**config.mk**
```make
export PLATFORM = sky130hd
export DESIGN_NAME = if_id_pipe_reg
export DESIGN_NICKNAME = d
export VERILOG_FILES = /design/src/rtl/pipe_pkg.sv /design/src/rtl/sat_counter.sv /design/src/rtl/if_id_pipe_reg.sv
export SDC_FILE = /design/constraint.sdc
export NUM_CORES = 1
export LEC_CHECK = 0
export ABC_AREA = 1
export BUFFER_PORTS_ARGS = -buffer_cell sky130_fd_sc_hd__buf_2
export CORE_MARGIN = 3
export CORE_UTILIZATION = 52
export DETAILED_ROUTE_END_ITERATION = 7
export GPL_ROUTABILITY_DRIVEN = 0
export PLACE_DENSITY = 0.76
export SYNTH_ARGS = -nofsm -noshare
export SYNTH_HDL_FRONTEND = slang
export SYNTH_SLANG_ARGS = --single-unit
```
**constraint.sdc**
```tcl
create_clock -name clk -period 2.4 [get_ports clk]
set_input_delay 0.36 -clock clk [delete_from_list [all_inputs] [get_ports clk]]
set_output_delay 0.36 -clock clk [all_outputs]
set_load 0.005 [all_outputs]
```
**src/rtl/pipe_pkg.sv**
```systemverilog
// Shared definitions for the IF/ID pipeline register: FSM state encodings
// and the default data width / bubble instruction word.
package pipe_pkg;

  localparam int          PIPE_WIDTH    = 32;
  localparam logic [31:0] PIPE_NOP_INST = 32'h0000_0000;  // sll $0,$0,0

  typedef enum logic [1:0] {
    ST_EMPTY = 2'd0,
    ST_RUN   = 2'd1,
    ST_HOLD  = 2'd2
  } pipe_state_e;

endpackage : pipe_pkg

```
**src/rtl/sat_counter.sv**
```systemverilog
// Unsigned event counter with enable that sticks at all-ones instead of
// wrapping; cleared asynchronously by an active-low reset.
module sat_counter #(
  parameter int W = 32
) (
  input  logic         clk,
  input  logic         rst_n,
  input  logic         en_i,
  output logic [W-1:0] count_o
);

  logic [W-1:0] cnt_q, cnt_d;

  always_comb begin
    cnt_d = cnt_q;
    if (en_i && (cnt_q != {W{1'b1}})) begin
      cnt_d = cnt_q + W'(1);
    end
  end

  always_ff @(posedge clk or negedge rst_n) begin
    if (!rst_n) begin
      cnt_q <= '0;
    end else begin
      cnt_q <= cnt_d;
    end
  end

  assign count_o = cnt_q;

endmodule : sat_counter

```
**src/rtl/if_id_pipe_reg.sv**
```systemverilog
// IF/ID pipeline register: captures PC+4 and the fetched instruction each
// cycle, with stall (hold), flush (bubble) and fetch-side event counters.
module if_id_pipe_reg
  import pipe_pkg::*;
#(
  parameter int               WIDTH    = PIPE_WIDTH,
  parameter logic [WIDTH-1:0] NOP_INST = WIDTH'(PIPE_NOP_INST),
  parameter int               CNT_W    = 32
) (
  input  logic             clk,
  input  logic             reset,
  input  logic             hazard,
  input  logic             flush,
  input  logic [WIDTH-1:0] PCIn,
  input  logic [WIDTH-1:0] instIn,
  output logic [WIDTH-1:0] PCOut,
  output logic [WIDTH-1:0] instOut,
  output logic             validOut,
  output logic [1:0]       state,
  output logic [CNT_W-1:0] cntFetched,
  output logic [CNT_W-1:0] cntFlushed,
  output logic [CNT_W-1:0] cntStalled
);

  pipe_state_e      state_q, state_d;
  logic [WIDTH-1:0] pc_q, pc_d;
  logic [WIDTH-1:0] inst_q, inst_d;
  logic             valid_q, valid_d;
  logic             state_legal;
  logic             inc_fetched, inc_flushed, inc_stalled;

  always_comb begin
    case (state_q)
      ST_EMPTY, ST_RUN, ST_HOLD: state_legal = 1'b1;
      default:                   state_legal = 1'b0;
    endcase
  end

  // NOTE: every signal driven here gets a default first, so no path through
  // the if/else chain can leave one unassigned and infer a latch.
  always_comb begin
    state_d     = state_q;
    pc_d        = pc_q;
    inst_d      = inst_q;
    valid_d     = valid_q;
    inc_fetched = 1'b0;
    inc_flushed = 1'b0;
    inc_stalled = 1'b0;

    if (flush) begin
      pc_d        = '0;
      inst_d      = NOP_INST;
      valid_d     = 1'b0;
      state_d     = ST_EMPTY;
      // Count only when something real was squashed: the held instruction
      // or the one that would have been captured this edge.
      inc_flushed = valid_q | ~hazard;
    end else if (!state_legal) begin
      pc_d    = '0;
      inst_d  = NOP_INST;
      valid_d = 1'b0;
      state_d = ST_EMPTY;
    end else if (hazard) begin
      inc_stalled = 1'b1;
      state_d     = (state_q == ST_EMPTY) ? ST_EMPTY : ST_HOLD;
    end else begin
      pc_d        = PCIn;
      inst_d      = instIn;
      valid_d     = 1'b1;
      state_d     = ST_RUN;
      inc_fetched = 1'b1;
    end
  end

  // NOTE: sequential state uses non-blocking assignments so every register
  // samples the pre-edge values regardless of statement order.
  always_ff @(posedge clk or negedge reset) begin
    if (!reset) begin
      state_q <= ST_EMPTY;
      pc_q    <= '0;
      inst_q  <= NOP_INST;
      valid_q <= 1'b0;
    end else begin
      state_q <= state_d;
      pc_q    <= pc_d;
      inst_q  <= inst_d;
      valid_q <= valid_d;
    end
  end

  assign PCOut    = pc_q;
  assign instOut  = inst_q;
  assign validOut = valid_q;
  assign state    = state_q;

  sat_counter #(.W(CNT_W)) u_cnt_fetched (
    .clk     (clk),
    .rst_n   (reset),
    .en_i    (inc_fetched),
    .count_o (cntFetched)
  );

  sat_counter #(.W(CNT_W)) u_cnt_flushed (
    .clk     (clk),
    .rst_n   (reset),
    .en_i    (inc_flushed),
    .count_o (cntFlushed)
  );

  sat_counter #(.W(CNT_W)) u_cnt_stalled (
    .clk     (clk),
    .rst_n   (reset),
    .en_i    (inc_stalled),
    .count_o (cntStalled)
  );

endmodule : if_id_pipe_reg

```
==> results of run 1 <==
final timing paths:
| path | start | endpoint | slack, ns | cells past startpoint |
|---|---|---|---|---|
| worst min register to register | PCOut[14] | PCOut[14] | 0.50 | 1 |
| min in group asynchronous | reset | u_cnt_fetched.count_o[26] | 0.47 | 2 |
| worst max register to register | u_cnt_flushed.count_o[0] | u_cnt_flushed.count_o[27] | 0.39 | 9 |
| worst max-delay path | u_cnt_flushed.count_o[0] | u_cnt_flushed.count_o[27] | 0.39 | 9 |
| max in group asynchronous | reset | u_cnt_fetched.count_o[11] | 1.27 | 3 |
| worst min-delay path | PCIn[20] | PCOut[20] | 0.13 | 2 |
cell type report:
cell class,count,area share
multi-input combinational,902,0.393
clock buffer,17,0.0395
timing repair buffer,241,0.121
sequential,163,0.379
clock inverter,15,0.0172
inverter,74,0.0258
tap,216,0.0251
per-stage QoR:
step / cells / instance area (µm²) / power (mW)
2_1_floorplan: 1168 / 8780 / 3.51
3_3_place_gp: 1595 / 10100 / 3.88
3_5_place_dp: 1595 / 10100 / 3.90
4_1_cts: 1628 / 10800 / 6.72
5_1_grt: 1628 / 10800 / 6.94
6_report: 1628 / 10800 / 6.65
placed cells by master, fill, tap and decap left out, types with 5 or more instances in the layout:
cell                          n
sky130_fd_sc_hd__buf_2      229
sky130_fd_sc_hd__nand3b_1    15
sky130_fd_sc_hd__clkbuf_16   17
sky130_fd_sc_hd__nand2_1    512
sky130_fd_sc_hd__nand3_1     57
sky130_fd_sc_hd__nand4_1     15
sky130_fd_sc_hd__o21ai_0      6
sky130_fd_sc_hd__buf_12       5
sky130_fd_sc_hd__nor3_1      10
sky130_fd_sc_hd__buf_4        5
sky130_fd_sc_hd__nor2_1     157
sky130_fd_sc_hd__a22o_1      64
sky130_fd_sc_hd__inv_8        5
sky130_fd_sc_hd__xor2_1      15
sky130_fd_sc_hd__dfrtp_1    163
sky130_fd_sc_hd__nor2_2       7
sky130_fd_sc_hd__inv_1       70
sky130_fd_sc_hd__xnor2_1     22
kinds of logic (layout without fill, tap and decap cells):
kind of cell | after synthesis | in the layout | synth area share
fa+ha+maj | 3 | 3 | 0.00428
xor+xnor | 37 | 37 | 0.0369
buf+inv | 103 | 347 | 0.0552
simple gates | 786 | 786 | 0.368
flops | 163 | 163 | 0.465
compound gates | 76 | 76 | 0.0711
registers in the layout, indices dropped and copies added, names as in the netlist:
register,cells
PCOut,32
instOut,32
state,2
u_cnt_fetched.count_o,32
u_cnt_flushed.count_o,32
u_cnt_stalled.count_o,32
validOut,1
where the power goes:
group / internal, mW / switching, mW
clock: 1.50 / 1.30
sequential: 2.90 / 0.178
combinational: 0.339 / 0.424
cells in the mapped netlist, drive strengths merged (6+ instances only):
master | count | area share
o21ai | 6 | 0.0034
xor2 | 15 | 0.015
nand3b | 17 | 0.016
nand4 | 15 | 0.011
nand2 | 519 | 0.23
nand3 | 57 | 0.033
xnor2 | 22 | 0.022
nor2 | 168 | 0.077
dfrtp | 163 | 0.46
inv | 74 | 0.032
buf | 26 | 0.022
nor3 | 10 | 0.0057
a22o | 64 | 0.064
a21oi | 6 | 0.0038
repair_timing:
| item | CTS | global route |
|---|---|---|
| resized for setup | 0 | 1 |
| endpoints found under the setup margin | 0 | 7 |
| endpoints found under the hold margin | 53 | 0 |
| hold buffers | 1 | 0 |
metal layers:
layer  part of all wire  up-vias  GRT usage
li1                   -     4184          -
met1               0.43     3964      0.349
met2               0.48      316      0.432
met3              0.068       40     0.0526
met4              0.019        4     0.0778
met5             0.0017        -          0
critical path: stages, from the launching register on:
cell,delay (ns)
sky130_fd_sc_hd__dfrtp_1,0.44
sky130_fd_sc_hd__ha_1,0.29
sky130_fd_sc_hd__inv_2,0.08
sky130_fd_sc_hd__nor2_4,0.20
sky130_fd_sc_hd__nand2_4,0.10
sky130_fd_sc_hd__nor2_4,0.13
sky130_fd_sc_hd__nand3b_4,0.09
sky130_fd_sc_hd__nand2_2,0.41
sky130_fd_sc_hd__nand2_1,0.11
sky130_fd_sc_hd__nand2_1,0.09
==> results by group, run 1 <==
Synthesis
  • Seq/Total Area, Yosys: 0.465
  • Post-Syn Nets: 1239
  • Post-synthesis area per instance: 7.51 µm²
  • Cell count after synthesis: 1168
  • Number of distinct library cells after synthesis: 26
  • Number of enable-type register cells in the synthesized netlist: 0
  • Number of storage elements in the synthesis netlist: 163
  • Number of synthesis warnings: 0
  • Ys async rst share: 1.00
  • Cell area after technology mapping: 0.00878 mm²
  • Synth Flop Type: sky130_fd_sc_hd__dfrtp_1

Timing
  • Worst hold slack across all endpoints: 0.128 ns
  • Slack of the critical path: 0.390 ns
  • Max Clock Freq: 498 MHz
  • TNS Setup: 0 ns
  • Final worst path period share: 0.837
  • RSZ-0062 raised after global routing: false
  • Final number of max-transition violations: 0
  • Worst-case clock skew: 0.0142 ns
  • Crit path time final: 2.01 ns
  • Slew at the pin closest to its max-slew limit: 0.702 ns
  • Final setup violation count: 0
  • Final Hold Fails: 0
  • Normalized max-slew margin: 0.531

Die
  • Area of the die: 0.0185 mm²
  • Floorplan die width: 136 µm
  • Core region area: 0.0162 mm²
  • Row Count: 46
  • Num ports: 231
  • Initial standard-cell utilization of the core: 0.543
  • Die Y-Extent: 136 µm

Placement
  • Number of port buffers: 230
  • Half-perimeter wire length after detailed placement: 17.4 mm
  • Post-Place Worst Slack: 0.176 ns

Flow run
  • MaxCap Viol Count: 0

Layout
  • Fraction of layout instances using a drive strength above 1: 0.211
  • Area used by multi-input combinational logic: 0.00423 mm²
  • Post-synthesis to final-layout area growth: 22.7%
  • Number of filler cells placed in the layout: 1414
  • Sequential cell area: 0.00408 mm²
  • Antenna diode count: 0
  • Nets: 1470
  • Core Util, Final: 0.666

Global routing
  • Antenna violations before repair: 2
  • Maximum number of pins on one net before global-route repair: 67
  • First-pass GRT wire length: 39.0 mm
  • Leftover overflow at the end of global routing: 0
  • Global router's overall resource usage: 0.261
  • Number of global-route vias before repair: 8066

Route
  • Final routed wirelength across all metal layers: 23.8 mm
  • Average routed wire per standard cell: 14.6 µm
  • Number of vias in the routed layout: 8508
  • Residual antenna-violating net count after detailed routing: 0
  • Post-route DRC: 0
  • Number of search-and-repair iterations in the first detailed-routing pass: 6
  • Iter 0 DRT Violations: 624
  • Mean number of vias per cell: 5.23

Outcome
  • Run status: finished, final reports clean

Pwr
  • Highest ir drop seen on vdd: 0.000526 V
  • Leakage Power: 5.54 nW
  • Power per cell area: 617 mW/mm²

Setup path
  • Arr. time, crit path: 2.38 ns
  • Setup CP Type: reg -> reg
  • Critical Path RT: 2.77 ns
  • Critical path capture point type: flip-flop
  • Maximum fanout along the worst path: 29
  • Critical Path Source Type: flip-flop

CTS
  • H-tree depth: 4
  • Sink count of the clock tree: 163
  • TritonCTS Buffers: 17
  • Clk_lat worst skew: 0.44 ns
  • CTS Root Cell: sky130_fd_sc_hd__clkbuf_16
  • CTS tree: built
  • Post-CTS setup repair buffer count: 0
  • Maximum count of clock buffers along a single path: 2
  • Clock transition at the register clock pins on the worst setup and hold paths after CTS: 0.08 ns

Min path
  • Path category of the worst min-delay check: in -> reg
No activity file was read; power rests on OpenSTA's default activity.
==> run 2: changes to the inputs <==
- CORE_UTILIZATION: 52 -> 48
- PLACE_DENSITY: 0.76 -> 0.74
- clock period: 2.4 -> 1.8 ns (I/O delays scaled with it)
==> run 2 against run 1 <==
Via count up 6.5%; wire length up 12%; critical path depth up 1; total power up 34%; sequential share of layout area down 2.9 points; combinational power up 71%; largest power group unchanged.
==> results by group, run 2 (synthesis results as in run 1) <==
Outcome
  • Run status: finished, final reports clean

Setup path
  • Critical Path RT: 2.15 ns (-0.62 ns)
  • Setup CP Type: reg -> reg
  • Maximum fanout along the worst path: 6 (-79%)
  • Critical Path Source Type: flip-flop
  • Arr. time, crit path: 2.07 ns (-0.31 ns)
  • Register-to-register path setup slack: 0.09 ns (-0.30 ns)
  • Critical path capture point type: flip-flop

Placement
  • Half-perimeter wire length after detailed placement: 19.3 mm (+11%)
  • Number of port buffers: 230 (unchanged)

Global routing
  • Number of global-route vias before repair: 8570 (+6.2%)
  • Leftover overflow at the end of global routing: 0 (unchanged)
  • Global router's overall resource usage: 0.255 (-0.00572)
  • Antenna violations before repair: 0 (-2)
  • Maximum number of pins on one net before global-route repair: 52 (-22%)
  • First-pass GRT wire length: 41.7 mm (+6.8%)

CTS
  • Sink count of the clock tree: 163 (unchanged)
  • CTS Root Cell: sky130_fd_sc_hd__clkbuf_16
  • Maximum count of clock buffers along a single path: 2 (unchanged)
  • CTS tree: built
  • Clk_lat worst skew: 0.43 ns (about the same)
  • H-tree depth: 4 (unchanged)
  • Clock transition at the register clock pins on the worst setup and hold paths after CTS: 0.08 ns (about the same)
  • TritonCTS Buffers: 17 (unchanged)

Pwr
  • Share of total power consumed by net switching: 0.290 (+0.00325)
  • Highest ir drop seen on vdd: 0.000658 V (+25%)
  • Part of the total power dissipated in sequential elements: 0.456 (-0.007)
  • Power Internal: 6.30 mW (+33%)
  • Share of power burned in the clock network: 0.398 (-0.024)
  • Power per cell area: 762 mW/mm² (+23%)
  • Net switching power of the design: 2.57 mW (+35%)
  • Logic gate share of total power: 0.146 (+0.031)
  • Leakage Power: 6.11 nW (+10%)

Layout
  • Commonest non-fill, non-tap cell in the layout: sky130_fd_sc_hd__nand2_1
  • Most frequent cells in the layout: 512 x sky130_fd_sc_hd__nand2_1, 229 x sky130_fd_sc_hd__buf_2, 163 x sky130_fd_sc_hd__dfrtp_1, 149 x sky130_fd_sc_hd__nor2_1, 100 x sky130_fd_sc_hd__buf_4
  • Antenna diode count: 0 (unchanged)
  • Post-synthesis to final-layout area growth: 32.7%
  • Nets: 1573 (+7.0%)
  • Fraction of layout instances using a drive strength above 1: 0.271 (+0.0602)

Timing
  • Final number of max-transition violations: 0 (unchanged)
  • Final Hold Fails: 0 (unchanged)
  • Max Clock Freq: 584 MHz (+17%)
  • Final worst path period share: 0.952 (+0.114)
  • TNS Setup: 0 ns (unchanged)
  • Normalized max-slew margin: 0.649 (+0.118)
  • Final setup violation count: 0 (unchanged)
  • Crit path time final: 1.71 ns (-0.297 ns)
  • Worst hold slack across all endpoints: 0.0481 ns (-0.0795 ns)
  • Slew at the pin closest to its max-slew limit: 0.527 ns (-0.175 ns)
  • Worst-case clock skew: 0.0136 ns (-0.000587 ns)

Die
  • Num ports: 231 (unchanged)
  • Area of the die: 0.0199 mm² (+8.0%)
  • Initial standard-cell utilization of the core: 0.499 (-0.0439)
  • Core region area: 0.0176 mm² (+8.8%)
  • Die Y-Extent: 141 µm (+3.9%)
  • Row Count: 48 (+4.3%)
  • Floorplan die width: 141 µm (+3.9%)

Route
  • Post-route DRC: 0 (unchanged)
  • Mean number of vias per cell: 5.21 (-0.32%)
  • Iter 0 DRT Violations: 679 (+8.8%)
  • Residual antenna-violating net count after detailed routing: 0 (unchanged)
  • Final routed wirelength across all metal layers: 26.7 mm (+12%)
  • Average routed wire per standard cell: 15.3 µm (+5.0%)
  • Number of search-and-repair iterations in the first detailed-routing pass: 6 (unchanged)
  • Number of vias in the routed layout: 9064 (+6.5%)

Min path
  • Path category of the worst min-delay check: in -> reg

Flow run
  • MaxCap Viol Count: 0 (unchanged)
[run 2: cell types whose count changed in the layout (fill, tap and decap cells not counted), sizes merged]
cell    delta
a21oi      +1
buf       +98
bufinv     -1
clkbuf     +2
nand2      +3
[run 2: through the flow]
stage	power (mW)	utilization	instances	worst slack (ns)	area, µm²
2_1_floorplan	4.68	-	1168	0.0607	8780
3_3_place_gp	5.34	0.617	1699	-0.247	10900
3_5_place_dp	5.38	0.617	1699	-0.306	10900
4_1_cts	8.89	0.650	1732	0.000376	11400
5_1_grt	9.26	0.662	1740	-0.0155	11600
6_report	8.87	0.662	1740	0.0870	11600
[run 2: worst max-delay path: stages, from the launching register on]
cell and delay, ns:
sky130_fd_sc_hd__dfrtp_1 0.36, sky130_fd_sc_hd__ha_2 0.19, sky130_fd_sc_hd__inv_1 0.06, sky130_fd_sc_hd__nor2_2 0.12
sky130_fd_sc_hd__buf_4 0.15, sky130_fd_sc_hd__nand2_1 0.06, sky130_fd_sc_hd__nor2_2 0.12, sky130_fd_sc_hd__nand3b_4 0.23
sky130_fd_sc_hd__nand2_4 0.20, sky130_fd_sc_hd__nand2_1 0.08, sky130_fd_sc_hd__nand2_1 0.07
[run 2: power groups by stage]
stage | Sequential, mW | Clock (mW) | Combinational [mW]
after global placement | 4.10 | 0 | 1.23
final | 4.05 | 3.53 | 1.30
after floorplan | 4.17 | 0 | 0.503
after CTS | 4.04 | 3.58 | 1.27
after global routing | 4.07 | 3.74 | 1.44
after detailed placement | 4.11 | 0 | 1.27
[run 2: timing repair]
action,in CTS,in global routing
buffers inserted,0,3
resized for setup,1,25
endpoints found under the setup margin,26,88
hold endpoints to repair,45,0
pin swaps,1,7
gates cloned,0,5
hold buffers,1,0
[run 2: layout make-up]
| cell class | count | area (µm²) |
|---|---|---|
| tap | 225 | 282 |
| inverter | 74 | 278 |
| clock inverter | 14 | 138 |
| multi-input combinational | 906 | 4350 |
| sequential | 163 | 4080 |
| clock buffer | 18 | 429 |
| timing repair buffer | 340 | 2090 |
| fill | 1481 | 5950 |
[run 2: routing by layer]
| metal | up-vias | routed length [µm] | GRT usage |
|---|---|---|---|
| li1 | 4394 | - | - |
| met1 | 4178 | 11300 | 0.333 |
| met2 | 418 | 12700 | 0.427 |
| met3 | 74 | 1990 | 0.0533 |
| met4 | 0 | 699 | 0.0801 |
| met5 | - | 0 | 0 |
[run 2: final timing paths]
kind | to | startpoint | cells after the start
max in group asynchronous | u_cnt_fetched.count_o[4] | reset | 3
hold / removal | PCOut[12] | PCIn[12] | 2
setup reg to reg | u_cnt_stalled.count_o[8] | u_cnt_stalled.count_o[0] | 10
hold reg to reg | PCOut[11] | PCOut[11] | 1
setup / recovery | u_cnt_stalled.count_o[8] | u_cnt_stalled.count_o[0] | 10
min in group asynchronous | u_cnt_flushed.count_o[12] | reset | 2
